<file path="src/rtl/cnt_datapath_if.sv">
// Bus bundle for the counter datapath: button, max-value load, enable and all registered outputs.
// The datapath takes the slave view; whoever drives the inputs takes the master view.
interface cnt_datapath_if;
    logic       BTN_RAW;
    logic [5:0] SW_MAX;
    logic       LD_MAX;
    logic       CntEn;
    logic       PR;
    logic [5:0] CNT;
    logic [5:0] Max_Val;
    logic       TICK;

    modport master (
        output BTN_RAW, SW_MAX, LD_MAX, CntEn,
        input  PR, CNT, Max_Val, TICK
    );

    modport slave (
        input  BTN_RAW, SW_MAX, LD_MAX, CntEn,
        output PR, CNT, Max_Val, TICK
    );
endinterface

</file>
<file path="src/rtl/cnt_datapath.sv">
// Counter datapath: button synchronizer/debounce/edge pulse, tick prescaler and a bounded up-counter.
// Define CNT_DEBOUNCE_EN to include the debounce filter; otherwise the synchronizer output is used directly.
module cnt_datapath #(
    parameter int         DIV        = 50000000,
    parameter int         DEB_CYCLES = 16,
    parameter logic [5:0] MAX_INIT   = 6'd59
) (
    input  logic          CLK,
    input  logic          RST,
    cnt_datapath_if.slave bus
);

    localparam int PRE_W = (DIV > 2) ? $clog2(DIV) : 1;

    logic             r_sync1;
    logic             r_sync2;
    logic             w_stable;
    logic             r_stablePrev;
    logic             r_pr;
    logic [PRE_W-1:0] r_presc;
    logic             r_tick;
    logic [5:0]       r_cnt;
    logic [5:0]       r_maxVal;

    always_ff @(posedge CLK or posedge RST) begin
        if (RST) begin
            r_sync1 <= 1'b0;
            r_sync2 <= 1'b0;
        end else begin
            r_sync1 <= bus.BTN_RAW;
            r_sync2 <= r_sync1;
        end
    end

`ifdef CNT_DEBOUNCE_EN
    localparam int DEB_W = (DEB_CYCLES > 1) ? $clog2(DEB_CYCLES + 1) : 1;

    logic             r_stable;
    logic [DEB_W-1:0] r_debCnt;

    // The stable level flips only once the synchronized input has disagreed for a full window.
    always_ff @(posedge CLK or posedge RST) begin
        if (RST) begin
            r_stable <= 1'b0;
            r_debCnt <= '0;
        end else if (r_sync2 == r_stable) begin
            r_debCnt <= '0;
        end else if (r_debCnt == DEB_W'(DEB_CYCLES - 1)) begin
            r_stable <= r_sync2;
            r_debCnt <= '0;
        end else begin
            r_debCnt <= r_debCnt + 1'b1;
        end
    end

    assign w_stable = r_stable;
`else
    assign w_stable = r_sync2;
`endif

    always_ff @(posedge CLK or posedge RST) begin
        if (RST) begin
            r_stablePrev <= 1'b0;
            r_pr         <= 1'b0;
        end else begin
            r_stablePrev <= w_stable;
            r_pr         <= w_stable & ~r_stablePrev;
        end
    end

    // TICK is registered one count early so it lines up with the cycle where the prescaler sits at DIV-1.
    always_ff @(posedge CLK or posedge RST) begin
        if (RST) begin
            r_presc <= '0;
            r_tick  <= 1'b0;
        end else begin
            if (r_presc == PRE_W'(DIV - 1)) begin
                r_presc <= '0;
            end else begin
                r_presc <= r_presc + 1'b1;
            end
            r_tick <= (r_presc == PRE_W'(DIV - 2));
        end
    end

    always_ff @(posedge CLK or posedge RST) begin
        if (RST) begin
            r_cnt    <= 6'd0;
            r_maxVal <= MAX_INIT;
        end else if (bus.LD_MAX) begin
            r_maxVal <= bus.SW_MAX;
            r_cnt    <= 6'd0;
        end else if (r_tick && bus.CntEn && (r_cnt < r_maxVal)) begin
            r_cnt <= r_cnt + 6'd1;
        end
    end

    assign bus.PR      = r_pr;
    assign bus.TICK    = r_tick;
    assign bus.CNT     = r_cnt;
    assign bus.Max_Val = r_maxVal;

endmodule

</file>
<file path="src/flat_wrapper.sv">
// flat-port wrapper written by rule: the top's interface ports become plain ports
module cnt_datapath_flat 
#(
    parameter int         DIV        = 50000000,
    parameter int         DEB_CYCLES = 16,
    parameter logic [5:0] MAX_INIT   = 6'd59
)
  (CLK, RST, bus_BTN_RAW, bus_SW_MAX, bus_LD_MAX, bus_CntEn, bus_PR, bus_CNT, bus_Max_Val, bus_TICK);
  cnt_datapath_if bus_i ();
  input  logic CLK;
  input  logic RST;
  input wire logic [$bits(bus_i.BTN_RAW)-1:0] bus_BTN_RAW;
  input wire logic [$bits(bus_i.SW_MAX)-1:0] bus_SW_MAX;
  input wire logic [$bits(bus_i.LD_MAX)-1:0] bus_LD_MAX;
  input wire logic [$bits(bus_i.CntEn)-1:0] bus_CntEn;
  output wire logic [$bits(bus_i.PR)-1:0] bus_PR;
  output wire logic [$bits(bus_i.CNT)-1:0] bus_CNT;
  output wire logic [$bits(bus_i.Max_Val)-1:0] bus_Max_Val;
  output wire logic [$bits(bus_i.TICK)-1:0] bus_TICK;
  assign bus_i.BTN_RAW = bus_BTN_RAW;
  assign bus_i.SW_MAX = bus_SW_MAX;
  assign bus_i.LD_MAX = bus_LD_MAX;
  assign bus_i.CntEn = bus_CntEn;
  assign bus_PR = bus_i.PR;
  assign bus_CNT = bus_i.CNT;
  assign bus_Max_Val = bus_i.Max_Val;
  assign bus_TICK = bus_i.TICK;
  cnt_datapath #(.DIV(DIV), .DEB_CYCLES(DEB_CYCLES), .MAX_INIT(MAX_INIT)) u_core (.CLK(CLK), .RST(RST), .bus(bus_i));
endmodule
</file>
<file path="config.mk">
export PLATFORM = sky130hd
export DESIGN_NAME = cnt_datapath_flat
export DESIGN_NICKNAME = d
export VERILOG_FILES = /design/src/rtl/cnt_datapath_if.sv /design/src/rtl/cnt_datapath.sv /design/src/flat_wrapper.sv
export SDC_FILE = /design/constraint.sdc
export NUM_CORES = 1
export LEC_CHECK = 0
export CAP_MARGIN = 40
export CORE_MARGIN = 1
export CORE_UTILIZATION = 55
export CTS_CLUSTER_SIZE = 14
export DETAILED_ROUTE_END_ITERATION = 10
export GPL_TIMING_DRIVEN = 0
export PLACE_DENSITY_LB_ADDON = 0.1
export SLEW_MARGIN = 20
export SYNTH_ARGS = -nofsm -noshare
export SYNTH_HDL_FRONTEND = slang
export SYNTH_SLANG_ARGS = --single-unit
</file>
<file path="constraint.sdc">
create_clock -name CLK -period 2.6 [get_ports CLK]
set_clock_uncertainty 0.1 [all_clocks]
set_input_delay 0.52 -clock CLK [delete_from_list [all_inputs] [get_ports CLK]]
set_output_delay 0.52 -clock CLK [all_outputs]
set_load 0.02 [all_outputs]
</file>
==> results.sh, run 1 <==
export IMPL_yosys_cell_count_top_type="sky130_fd_sc_hd__dfrtp_1"
export IMPL_finalMaxSlewViolations=0
export IMPL_hold_path_class="flop to flop"
export IMPL_synth_top_cells_by_area="sky130_fd_sc_hd__dfrtp_1 (45%), sky130_fd_sc_hd__dfstp_2 (6.2%), sky130_fd_sc_hd__xnor2_1 (5.4%)"
export IMPL_die_area_um2=4100
export IMPL_clk_transition_reported_paths_ns=0.08
export IMPL_route_vias_total=1483
export IMPL_area_growth_syn_to_layout_pct=18.8
export IMPL_synth_xor_area_frac=0.103
export IMPL_cts_htree_levels=2
export IMPL_fp_dieH_um=64.0
export IMPL_drive_above_1_share=0.137
export IMPL_final_period_minus_worst_setup_slack_ns=2.19
export IMPL_postSynthRegisterBits=43
export IMPL_rsz0062_at_grt="false"
export IMPL_synth_yosys_warnings=0
export IMPL_number_of_enable_flip_flop_cells_after_synthesis=0
export IMPL_post_route_drc_count=0
export IMPL_adder_and_majority_cell_fraction_of_the_synthesized_area=0.0473
export IMPL_detail_route_iter0_violations=115
export IMPL_synth_lib_cells_used_distinct=35
export IMPL_antenna_violations_before_repair=0
export IMPL_setup_tns_ns=0
export IMPL_finalWirelength_um=3880
export IMPL_post_synth_and_or_nand_nor_area_fraction=0.244
export IMPL_wl_per_cell_um=14.2
export IMPL_synthesis_nets=213
export IMPL_io_pin_count=25
export IMPL_overflow=0
export IMPL_wire_length_of_the_first_global_routing_pass_um=7040
export IMPL_yosys_top_cells_count="sky130_fd_sc_hd__dfrtp_1 (38), sky130_fd_sc_hd__nor2_1 (23), sky130_fd_sc_hd__nand2_1 (14), sky130_fd_sc_hd__xnor2_1 (13)"
export IMPL_detail_route_first_pass_iterations=4
export IMPL_critPathLaunchType="flop"
export IMPL_cts_repair_resize_count=0
export IMPL_combinational_family_with_the_most_area_after_synthesis="simple AND/OR/NAND/NOR gates"
export IMPL_maxCapViolCount=0
export IMPL_post_dr_vias_cell=5.41
export IMPL_antenna_violating_nets_post_route=0
export IMPL_grt_start_max_net_pins=25
export IMPL_synth_ff_type="sky130_fd_sc_hd__dfrtp_1"
export IMPL_fill_cells=289
export IMPL_clock_path_buffers=2
export IMPL_register_area_um2=1080
export IMPL_vias_in_the_first_global_route=1545
export IMPL_combined_area_of_the_multi_input_logic_cells_um2=962
export IMPL_io_buffers=23
export IMPL_antenna_diode_count=0
export IMPL_final_hold_violation_count=0
export IMPL_tritoncts_clock_tree="yes"
export IMPL_data_required_time_at_the_worst_endpoint_ns=2.69
export IMPL_nNetsFinal=244
export IMPL_timing_worst_slew_pin_value_ns=0.520
export IMPL_timing_hold_ws_ns=0.249
export IMPL_grt_total_usage=0.228
export IMPL_num_rows=22
export IMPL_pwr_density_cell_nw_per_um2=468
export IMPL_layout_cell_area_non_filler_um2=2510
export IMPL_synth_compound_area_frac=0.0497
export IMPL_setup_viol=0
export IMPL_clock_sink_count=43
export IMPL_postSynth_asyncResetShare=1.00
export IMPL_post_dp_hpwl_um=2920
export IMPL_floorplan_die_width_um=64.0
export IMPL_cp_class="flop to flop"
export IMPL_total_setup_buffers_inserted_after_cts=0
export IMPL_effective_utilization_at_floorplan=0.574
export IMPL_maxSlewHeadroom=0.653
export IMPL_insertion_delay_ns=0.29
export IMPL_synthesis_instances=194
export IMPL_syn_cell_area_um2=2120
export IMPL_core_um2=3690
export IMPL_total_leakage_power_nw=1.14
export IMPL_synth_seq_area_share=0.512
export IMPL_clock_tree_root_cell="sky130_fd_sc_hd__clkbuf_8"
export IMPL_fmax_ghz=0.458
export IMPL_synth_top_cell_area_share=0.449
export IMPL_synth_area_mux_share=0.0101
export IMPL_syn_mean_instance_area_um2=10.9
export IMPL_post_synth_top_area_cell="sky130_fd_sc_hd__dfrtp_1"
export IMPL_max_vdd_ir_drop_mv=0.342
export IMPL_crit_path_max_fanout=10
export IMPL_tritoncts_num_buffers=5
export IMPL_area_post_placement_um2=2430
export IMPL_place_congestion=0.906
export IMPL_type_of_destination_of_the_critical_path="flop"
export IMPL_critPathArrivalTime_ns=2.28
export IMPL_timing_final_crit_share=0.841
export IMPL_cts_hold_buffers=0
export IMPL_outcome="complete, no violations"
[sequential cells by signal, summed over array words and instances, names as in the netlist]
| signal | count |
|---|---|
| u_core.r_sync2 | 1 |
| u_core.bus.PR | 1 |
| u_core.bus.Max_Val | 6 |
| u_core.r_sync1 | 1 |
| u_core.bus.CNT | 6 |
| u_core.r_presc | 26 |
| u_core.bus.TICK | 1 |
| u_core.r_stablePrev | 1 |
[final timing paths]
kind | slack (ns) | startpoint | cells after the start | endpoint
min in group asynchronous | 0.45 | RST | 2 | u_core.r_presc[5]$_DFF_PP0_
max in group asynchronous | 1.40 | RST | 3 | u_core.bus.Max_Val[0]$_DFFE_PP1P_
setup reg to reg | 0.41 | u_core.bus.CNT[2]$_DFFE_PP0P_ | 6 | u_core.bus.CNT[2]$_DFFE_PP0P_
setup / recovery | 0.41 | u_core.bus.CNT[2]$_DFFE_PP0P_ | 6 | u_core.bus.CNT[2]$_DFFE_PP0P_
hold / removal | 0.25 | u_core.r_sync1$_DFF_PP0_ | 0 | u_core.r_sync2$_DFF_PP0_
hold reg to reg | 0.25 | u_core.r_sync1$_DFF_PP0_ | 0 | u_core.r_sync2$_DFF_PP0_
[per-layer routing]
metal,global-route usage,share of wire,vias up
li1,-,-,722
met2,0.390,0.51,29
met5,0,0,-
met3,0.0536,0.033,6
met1,0.270,0.45,726
met4,0.105,0.015,0
[layout make-up]
class | instances | share of cell area
Tap cell | 48 | 0.0239
Timing Repair Buffer | 24 | 0.103
Inverter | 12 | 0.0179
Clock buffer | 8 | 0.0319
Multi-Input combinational cell | 135 | 0.383
Sequential cell | 43 | 0.431
Buffer | 4 | 0.0105
[stage by stage]
step | power [mW] | cells | worst slack (ns) | utilization
2_1_floorplan | 0.747 | 194 | 0.536 | -
3_3_place_gp | 0.786 | 265 | 0.220 | 0.652
3_5_place_dp | 0.796 | 266 | 0.433 | 0.660
4_1_cts | 1.19 | 274 | 0.436 | 0.681
5_1_grt | 1.23 | 274 | 0.308 | 0.681
6_report | 1.18 | 274 | 0.414 | 0.681
[placed cells by master (no fill, tap or decap)]
cell type	synthesis	routed
sky130_fd_sc_hd__and4_2	1	1
sky130_fd_sc_hd__nor4_2	1	1
sky130_fd_sc_hd__dfrtp_1	38	38
sky130_fd_sc_hd__xnor2_1	13	13
sky130_fd_sc_hd__and3_1	5	5
sky130_fd_sc_hd__o21ai_0	6	6
sky130_fd_sc_hd__buf_16	0	1
sky130_fd_sc_hd__buf_6	1	1
sky130_fd_sc_hd__nor4_4	1	1
sky130_fd_sc_hd__mux2i_1	1	1
sky130_fd_sc_hd__ha_1	8	8
sky130_fd_sc_hd__nor2_2	2	2
sky130_fd_sc_hd__nand3_1	12	12
sky130_fd_sc_hd__nand2_1	14	14
sky130_fd_sc_hd__inv_1	12	11
sky130_fd_sc_hd__nor2_1	23	23
sky130_fd_sc_hd__a21o_1	1	1
sky130_fd_sc_hd__nand2b_1	1	1
sky130_fd_sc_hd__buf_4	1	1
sky130_fd_sc_hd__nor3b_2	1	1
sky130_fd_sc_hd__dfstp_2	5	5
sky130_fd_sc_hd__clkbuf_8	0	5
sky130_fd_sc_hd__and2_1	3	3
sky130_fd_sc_hd__nor3_2	2	2
sky130_fd_sc_hd__a41oi_2	1	1
sky130_fd_sc_hd__nor4bb_1	1	1
sky130_fd_sc_hd__inv_2	0	1
sky130_fd_sc_hd__clkbuf_1	2	5
sky130_fd_sc_hd__nor4_1	1	1
sky130_fd_sc_hd__nor4b_1	1	1
sky130_fd_sc_hd__nand4_1	8	8
sky130_fd_sc_hd__xor2_1	12	12
sky130_fd_sc_hd__a31o_2	3	3
sky130_fd_sc_hd__clkdlybuf4s50_1	0	23
sky130_fd_sc_hd__nor2b_1	3	3
sky130_fd_sc_hd__nand4_4	3	3
sky130_fd_sc_hd__mux2_2	1	1
sky130_fd_sc_hd__a21oi_1	5	5
sky130_fd_sc_hd__nor4b_2	1	1
[power breakdown]
group / total (mW) / internal [mW] / switching (mW) / leakage, nW
combinational: 0.0898 / 0.0419 / 0.0479 / 0.540
clock: 0.395 / 0.191 / 0.204 / 0.0395
sequential: 0.691 / 0.686 / 0.00550 / 0.559
[worst max-delay path: stages (launching register included)]
cell	delay, ns
sky130_fd_sc_hd__dfrtp_1	0.48
sky130_fd_sc_hd__ha_1	0.34
sky130_fd_sc_hd__a21oi_1	0.13
sky130_fd_sc_hd__o21ai_0	0.13
sky130_fd_sc_hd__a41oi_2	0.51
sky130_fd_sc_hd__a21oi_1	0.15
sky130_fd_sc_hd__a31o_2	0.23
[cells by family after synthesis]
kind of cell	after synthesis
muxes	2
DFF	43
adders and majority gates	8
and+or+nand+nor	84
AOI/OAI and AO/OA	16
xor gates and xnor gates	25
buffers and inverters	16
(Power assumes the default switching activity.)
==> run 2, diff against run 1 <==
==> constraint.sdc (replaced) <==
create_clock -name CLK -period 2.3 [get_ports CLK]
set_clock_uncertainty 0.1 [all_clocks]
set_input_delay 0.46 -clock CLK [delete_from_list [all_inputs] [get_ports CLK]]
set_output_delay 0.46 -clock CLK [all_outputs]
set_load 0.02 [all_outputs]
==> results of run 2 <==
The final DEF is identical to that of run 1. Status: complete, no violations.
Among the figures that moved: setup slack after placement 0.433 ns -> 0.133 ns; setup slack after layout 0.414 ns -> 0.114 ns; register-to-register setup slack 0.41 ns -> 0.11 ns; total power 1.18 mW -> 1.33 mW; worst IR drop on VDD 0.342 mV -> 0.387 mV
